**config.mk**
```make
export PLATFORM = sky130hd
export DESIGN_NAME = ffn_layer_sequencer
export DESIGN_NICKNAME = d
export VERILOG_FILES = /design/src/rtl/ffn_pkg.sv /design/src/rtl/ffn_wrap_counter.sv /design/src/rtl/ffn_layer_sequencer.sv
export SDC_FILE = /design/constraint.sdc
export NUM_CORES = 1
export LEC_CHECK = 0
export CORE_UTILIZATION = 40
export CTS_BUF_LIST = sky130_fd_sc_hd__clkbuf_4 sky130_fd_sc_hd__clkbuf_8
export DETAILED_ROUTE_END_ITERATION = 10
export HOLD_SLACK_MARGIN = 0.08
export PLACE_DENSITY_LB_ADDON = 0.05
export SLEW_MARGIN = 30
export SYNTH_ARGS = -nofsm -noshare
export SYNTH_HDL_FRONTEND = slang
export SYNTH_SLANG_ARGS = --single-unit
```
**constraint.sdc**
```tcl
create_clock -name clock -period 1.7 [get_ports clock]
set_input_delay 0.255 -clock clock [delete_from_list [all_inputs] [get_ports clock]]
set_output_delay 0.255 -clock clock [all_outputs]
set_load 0.1 [all_outputs]
```
**src/rtl/ffn_pkg.sv**
```systemverilog
// Shared state encodings, address-width defaults and a counter-width helper
// for the FFN layer sequencer.
package ffn_pkg;

  localparam int FFN_BITWIDTH    = 6;
  localparam int WEIGHT_BITWIDTH = 10;

  typedef enum logic [2:0] {
    FFN_SEQ_IDLE  = 3'd0,
    FFN_SEQ_FETCH = 3'd1,
    FFN_SEQ_BIAS  = 3'd2,
    FFN_SEQ_DRAIN = 3'd3,
    FFN_SEQ_NEXT  = 3'd4,
    FFN_SEQ_DONE  = 3'd5
  } ffn_seq_state_t;

  // A counter over n values needs at least one bit, even when n == 1.
  function automatic int cnt_w(input int n);
    return (n > 1) ? $clog2(n) : 1;
  endfunction

endpackage

```
**src/rtl/ffn_wrap_counter.sv**
```systemverilog
// Enable/clear counter over 0..MAX-1 with terminal-count flag; wraps to 0
// when enabled at the terminal count. Clear has priority over enable.
module ffn_wrap_counter #(
  parameter int MAX = 4,
  parameter int W   = 2
) (
  input  logic         clock,
  input  logic         reset,
  input  logic         clr,
  input  logic         en,
  output logic [W-1:0] count,
  output logic         tc
);

  assign tc = (count == W'(MAX - 1));

  always_ff @(posedge clock or negedge reset) begin
    if (!reset)   count <= '0;
    else if (clr) count <= '0;
    else if (en)  count <= tc ? '0 : count + 1'b1;
  end

endmodule

```
**src/rtl/ffn_layer_sequencer.sv**
```systemverilog
// Sequences one fully-connected layer over the MAC datapath: address walk,
// accumulator tagging, pipeline drain, per-neuron and layer completion.
// Optional bias term per neuron when FFN_BIAS_ADD_EN is defined.
module ffn_layer_sequencer
  import ffn_pkg::*;
#(
  parameter int IN_LEN  = 64,
  parameter int OUT_LEN = 10,
  parameter int FM_AW   = FFN_BITWIDTH,
  parameter int W_AW    = WEIGHT_BITWIDTH,
  parameter int OUT_AW  = 4,
  parameter int MAC_LAT = 3
) (
  input  logic              clock,
  input  logic              reset,
  input  logic              start,
  input  logic              buffer_rdy,
  output logic              busy,
  output logic              rd_en,
  output logic [FM_AW-1:0]  fm_addr,
  output logic [W_AW-1:0]   weight_addr,
  output logic              acc_clear,
  output logic              acc_last,
  output logic              out_valid,
  output logic [OUT_AW-1:0] out_idx,
  output logic              done
`ifdef FFN_BIAS_ADD_EN
  ,
  output logic              bias_rd,
  output logic [OUT_AW-1:0] bias_addr
`endif
);

  localparam int IW = cnt_w(IN_LEN);
  localparam int OW = cnt_w(OUT_LEN);
  localparam int DW = cnt_w(MAC_LAT);

  ffn_seq_state_t  state, state_nxt;
  logic [IW-1:0]   in_cnt;
  logic [OW-1:0]   out_cnt;
  logic [DW-1:0]   unused_drn_cnt;
  logic            in_tc, out_tc, drn_tc;
  logic            idle, fire;
  logic [W_AW-1:0] ptr;

  assign idle = (state == FFN_SEQ_IDLE);
  assign fire = (state == FFN_SEQ_FETCH) && buffer_rdy;

  ffn_wrap_counter #(.MAX(IN_LEN), .W(IW)) u_in_cnt (
    .clock(clock), .reset(reset), .clr(idle), .en(fire),
    .count(in_cnt), .tc(in_tc)
  );

  ffn_wrap_counter #(.MAX(OUT_LEN), .W(OW)) u_out_cnt (
    .clock(clock), .reset(reset), .clr(idle),
    .en((state == FFN_SEQ_NEXT) && !out_tc),
    .count(out_cnt), .tc(out_tc)
  );

  // Wraps back to 0 on its last DRAIN cycle, so every drain starts fresh.
  ffn_wrap_counter #(.MAX(MAC_LAT), .W(DW)) u_drn_cnt (
    .clock(clock), .reset(reset), .clr(idle), .en(state == FFN_SEQ_DRAIN),
    .count(unused_drn_cnt), .tc(drn_tc)
  );

  always_comb begin
    state_nxt = state;
    case (state)
      FFN_SEQ_IDLE:  if (start) state_nxt = FFN_SEQ_FETCH;
      FFN_SEQ_FETCH: if (fire && in_tc)
`ifdef FFN_BIAS_ADD_EN
                       state_nxt = FFN_SEQ_BIAS;
`else
                       state_nxt = FFN_SEQ_DRAIN;
`endif
      FFN_SEQ_BIAS:  state_nxt = FFN_SEQ_DRAIN;
      FFN_SEQ_DRAIN: if (drn_tc) state_nxt = FFN_SEQ_NEXT;
      FFN_SEQ_NEXT:  state_nxt = out_tc ? FFN_SEQ_DONE : FFN_SEQ_FETCH;
      FFN_SEQ_DONE:  state_nxt = FFN_SEQ_IDLE;
      default:       state_nxt = FFN_SEQ_IDLE;
    endcase
  end

  // Outputs register the action taken on this edge; addresses and indices
  // hold between strobes, pulses fall back to 0.
  always_ff @(posedge clock or negedge reset) begin
    if (!reset) begin
      state       <= FFN_SEQ_IDLE;
      busy        <= 1'b0;
      rd_en       <= 1'b0;
      fm_addr     <= '0;
      weight_addr <= '0;
      acc_clear   <= 1'b0;
      acc_last    <= 1'b0;
      out_valid   <= 1'b0;
      out_idx     <= '0;
      done        <= 1'b0;
      ptr         <= '0;
`ifdef FFN_BIAS_ADD_EN
      bias_rd     <= 1'b0;
      bias_addr   <= '0;
`endif
    end else begin
      state     <= state_nxt;
      busy      <= !idle || start;
      rd_en     <= fire;
      acc_clear <= fire && (in_cnt == '0);
      acc_last  <= fire && in_tc;
      out_valid <= (state == FFN_SEQ_NEXT);
      done      <= (state == FFN_SEQ_DONE);
      if (fire) begin
        fm_addr     <= FM_AW'(in_cnt);
        weight_addr <= ptr;
      end
      // Weight pointer runs continuously across neurons of one layer.
      if (idle)      ptr <= '0;
      else if (fire) ptr <= ptr + 1'b1;
      if (state == FFN_SEQ_NEXT) out_idx <= OUT_AW'(out_cnt);
`ifdef FFN_BIAS_ADD_EN
      bias_rd <= (state == FFN_SEQ_BIAS);
      if (state == FFN_SEQ_BIAS) bias_addr <= OUT_AW'(out_cnt);
`endif
    end
  end

endmodule
```
* Word level (Yosys, flattened, before mapping) *
Cells that the tools add are included.

storage, ports and cells
  register bits = 51
  output and inout port bits = 26
  word-level logic and storage cells = 58
  input port bits = 4

operators by class
  $add $sub $neg = 4
  reductions and logical operators = 13
  equality and inequality tests = 11
  multiplexer cells = 16

operators with widths
  kind                   number
  $mux 10                2
  $mux 6                 3
  $pmux 3 s5             1
  $mux 3                 4
  $mux 4                 3
  $add 10x1->10 const B  1
  $add 6x1->6 const B    1
  $eq 3x2->1 const B     2
  $eq 3x3->1 const B     2
  $eq 6x6->1 const B     1
  $logic_not 6->1        1
  $mux 2                 3
  $reduce_bool 2->1      3
  $add 4x1->4 const B    1
  $eq 4x4->1 const B     1
  $logic_and 1x1->1      4
  $ne 2x2->1 const B     2
  $eq 3x1->1 const B     1
  $logic_not 3->1        1
  $reduce_and 3->1       1
  $add 2x1->2 const B    1
  $eq 2x2->1 const B     1
  $logic_not 1->1        2
  $ne 2x1->1 const B     1
  $logic_or 1x1->1       1

* Logic depth before layout (Yosys ltp) *
  depth after elaboration = 5
  gate-level depth with buffers = 6
  depth with buffers taken out = 6

* By module *
Synthesis repeated with hierarchy kept, for this count alone.

second synthesis, totals
  cell total of the unflattened synthesis = 226
  area, all modules = 2282.2 um^2

modules (own cells, without submodules)
  module                        sequential area each (um^2)  area each (um^2)  times used  cells each
  ffn_layer_sequencer           975.9                        1635.3            1           161
  ffn_wrap_counter (u_in_cnt)   150.1                        320.3             1           32
  ffn_wrap_counter (u_out_cnt)  100.1                        231.5             1           24
  ffn_wrap_counter (u_drn_cnt)  50.0                         95.1              1           9

* Worst setup path before layout *
No wires, ideal clock.

  path type = register to register
  start = register state[1]
  end = register u_out_cnt.count[3]
  clock period less this slack = 1359 ps
  arrival = 1237 ps
  path buffers = 1
  stages on the path, launching flop included = 5
  library setup time = 122 ps
  slack = 341 ps
  path through = dfrtp_1 -> buf_6 -> nor3b_4 -> nand2_1 -> a32o_1

on the way
  longest elaborated chain between the ends = 3
  elaborated cells on any way between the ends = 5
  those cells by class = eq/ne: 1; mux: 1; reduce/logical: 3

RTL lines
  item                         RTL line                    source
  start, declared              ffn_layer_sequencer.sv:38   ffn_seq_state_t state, state_nxt;
  start signal, assigned       ffn_layer_sequencer.sv:104  state <= state_nxt;
  $eq 3x3->1                   ffn_layer_sequencer.sv:56   .en((state == FFN_SEQ_NEXT) && !out_tc),
  $logic_and 1x1->1            ffn_layer_sequencer.sv:56
  $reduce_bool 2->1 (no line)  --
  end signal, assigned         ffn_wrap_counter.sv:20      else if (en) count <= tc ? '0 : count + 1'b1;
  end, declared                ffn_wrap_counter.sv:11      output logic [W-1:0] count,

Parallel ways exist; a longest one is shown, timed or not.
A chain may end at the register's enable or synchronous reset.

* Worst setup path after layout *
  start = register state[1]
  end = register u_in_cnt.count[5]

on the way
  longest elaborated chain between the ends = 3
  elaborated cells on any way between the ends = 5
  those cells by class = eq/ne: 1; mux: 1; reduce/logical: 3

RTL lines
  item                         RTL line                   source
  $eq 3x1->1                   ffn_layer_sequencer.sv:47  assign fire = (state == FFN_SEQ_FETCH) && buffer_rdy;
  $logic_and 1x1->1            ffn_layer_sequencer.sv:47
  $reduce_bool 2->1 (no line)  --
  end signal, assigned         ffn_wrap_counter.sv:20
  end, declared                ffn_wrap_counter.sv:11

Parallel ways exist; a longest one is shown, timed or not.

==> metrics.cfg <==
[synthesis]
synth_area_um2 = 2250
ys_ff_latch = 51
synth_edf_count = 0
synthSimpleGateAreaFrac = 0.243
yosysMostFrequentCell = nand2_1
synth_fp_nets = 229
synth-xor-area-share = 0.0389
ys_types = 37
synth-adder-area-share = 0.0278
synth_compound_area_frac = 0.0661
ys.flop_type = dfrtp_1
synth.mux.area_fraction = 0.0200
synth_warnings = 0
synth_top_cells_by_count = nand2_1 (55), dfrtp_1 (51), o21ai_0 (16)
netlist.area_leader.share = 0.566
async_reset_ff_frac = 1.00
syn_avg_cell_area_um2 = 10.2
synth.largest_area_cell = dfrtp_1
synth_top_family_by_area = simple AND/OR/NAND/NOR gates
synth_cells = 220
netlist_top_cells_area = dfrtp_1 (57%), nand2_1 (9.2%), o21ai_0 (3.6%)
yosysSeqAreaShare = 0.566

[clock_tree]
clkLatencyLatePin_ps = 300
htreeDepth = 2
postCtsHoldBufs = 1
cts_setup_buffers = 0
clock-root-buffer = clkbuf_8
numCtsBuffers = 5
clkTransAtPathRegs_ps = 80
cts.sinks = 51
cts-resized-gates = 0
cts_tree = yes
clk_path_buf_depth = 2

[finish]
multiInputGateArea_um2 = 891
area_growth_pct = 36.1
final_layout_size_suffix_gt1_frac = 0.223
nFillCells = 474
post-route-util = 0.582
seq_area_um2 = 1280
nets = 272
diodes = 0
fin_area_um2 = 3070

[sta]
max-slew-margin-rel = 0.687
tightestPinTransition_ps = 470
hold_viol_final = 0
period_minus_slack_ps = 1520
period_share = 0.896
drv_slew = 0
layout_setup_ws_ps = 178
fmax_mhz = 657
setup-violations-final = 0
setup-tns-final_ps = 0
fin_skew_ps = 4.28
rsz0062_at_grt = false

[global_routing]
grt.met3_usage = 0.0262
grt.busiest_layer = met2
antenna_found_initial = 0
grt_pass1_vias = 1562
grt.overflow.total = 0
met1_usage = 0.211
grt_pass1_wl_um = 7320
use_met2 = 0.251
track_usage = 0.158
grt_start_max_net_pins = 20

[detailed_routing]
drt-total-wl_um = 4090
drt_iter0_drc = 66
drc = 0
dr.pass1.iters = 4
wire_per_inst_um = 12.2
vias = 1613
via_per_inst = 4.83
detail-route-antenna-nets = 0

[floorplan]
coreArea_um2 = 5270
ios = 30
dieArea_um2 = 5940
die_h_um = 77.1
die_x_um = 77.1
rows = 26
start_util = 0.428

[setup_path]
crit_arrival_ps = 1710
cp.required_ps = 1890
cpMaxStageDelayCell = dfrtp_1
path_cells = nand4bb_4 -> inv_1 -> buf_4 -> and4_1 -> a211o_1
crit_type = reg2reg
cp_max_fo = 7
startpoint_type = flip-flop
critPathMaxStageDelay_ps = 480
cp-end-kind = flip-flop

[placement]
post_dp_cell_area_um2 = 2970
gp_congestion = 0.756
place_ws_ps = -71.2
placement.io_buffers = 29
dp_hpwl_um = 3060

[run_status]
outcome = finished clean

[flow_run]
maxCapViolCount = 0

[pwr]
p_per_area_nw_per_um2 = 1460
power_mw = 4.49
ir_drop_mv = 0.959
power.leakage_nw = 1.43

[hold_path]
min_path_type = in2async

kinds of logic (layout without fill, tap and decap cells):
family	after synthesis	count (layout)
flops	51	51
buf+inv	17	61
simple gates	108	108
mux	4	4
xor+xnor	10	10
compound gates	25	25
fa+ha+maj	5	5
worst max-delay path: cells and delay by family, from the launching register on:
| family | cells | cell delay [ps] |
|---|---|---|
| compound gates | 1 | 270 |
| buf+inv | 2 | 240 |
| simple gates | 2 | 420 |
| flops | 1 | 480 |
cell type report:
cell class,count,area share
Multi-Input combinational cell,152,0.290
Timing Repair Buffer,45,0.226
Clock buffer,7,0.0273
Inverter,8,0.00979
Tap cell,70,0.0286
Sequential cell,51,0.416
Clock inverter,1,0.00163
state kept, by name (all words and copies together) (netlist names), 2 cells and up:
signal / count
ptr: 10
weight_addr: 10
fm_addr: 6
u_in_cnt.count: 6
out_idx: 4
u_out_cnt.count: 4
state: 3
u_drn_cnt.count: 2
metal layers:
| metal | vias up | part of all wire |
|---|---|---|
| li1 | 819 | - |
| met1 | 751 | 0.49 |
| met2 | 35 | 0.45 |
| met3 | 8 | 0.033 |
| met4 | 0 | 0.022 |
| met5 | - | 0 |
final timing paths:
path	cells after the start	slack [ps]	start	end
max	5	180	state[1]	u_in_cnt.count[5]
min	2	440	reset	fm_addr[1]
max reg2reg	5	180	state[1]	u_in_cnt.count[5]
min reg2reg	2	510	ptr[9]	weight_addr[9]
max in group asynchronous	3	800	reset	ptr[2]
min in group clock	2	510	ptr[9]	weight_addr[9]
per-stage QoR:
| step | cells | hold WS [ps] |
|---|---|---|
| 3_5_place_dp | 325 | 242 |
| 6_report | 334 | 443 |
| 2_1_floorplan | 220 | -40.6 |
| 3_3_place_gp | 325 | 242 |
| 5_1_grt | 334 | 487 |
| 4_1_cts | 334 | 442 |
report_power, final:
part | total [mW] | switching (mW) | internal (mW)
Clock | 0.702 | 0.380 | 0.322
Sequential | 1.81 | 0.329 | 1.48
Combinational | 1.98 | 1.25 | 0.734
Total | 4.49 | 1.96 | 2.54
placed cells by master (no fill, tap or decap), types with 6 or more instances in the layout:
master,netlist,final
buf_4,1,13
nand3_1,10,10
nand2_1,55,55
inv_1,8,8
o21ai_0,16,16
nor2_1,12,12
xnor2_1,6,6
dfrtp_1,51,51
buf_12,0,28
No activity file was read; power rests on OpenSTA's default activity.
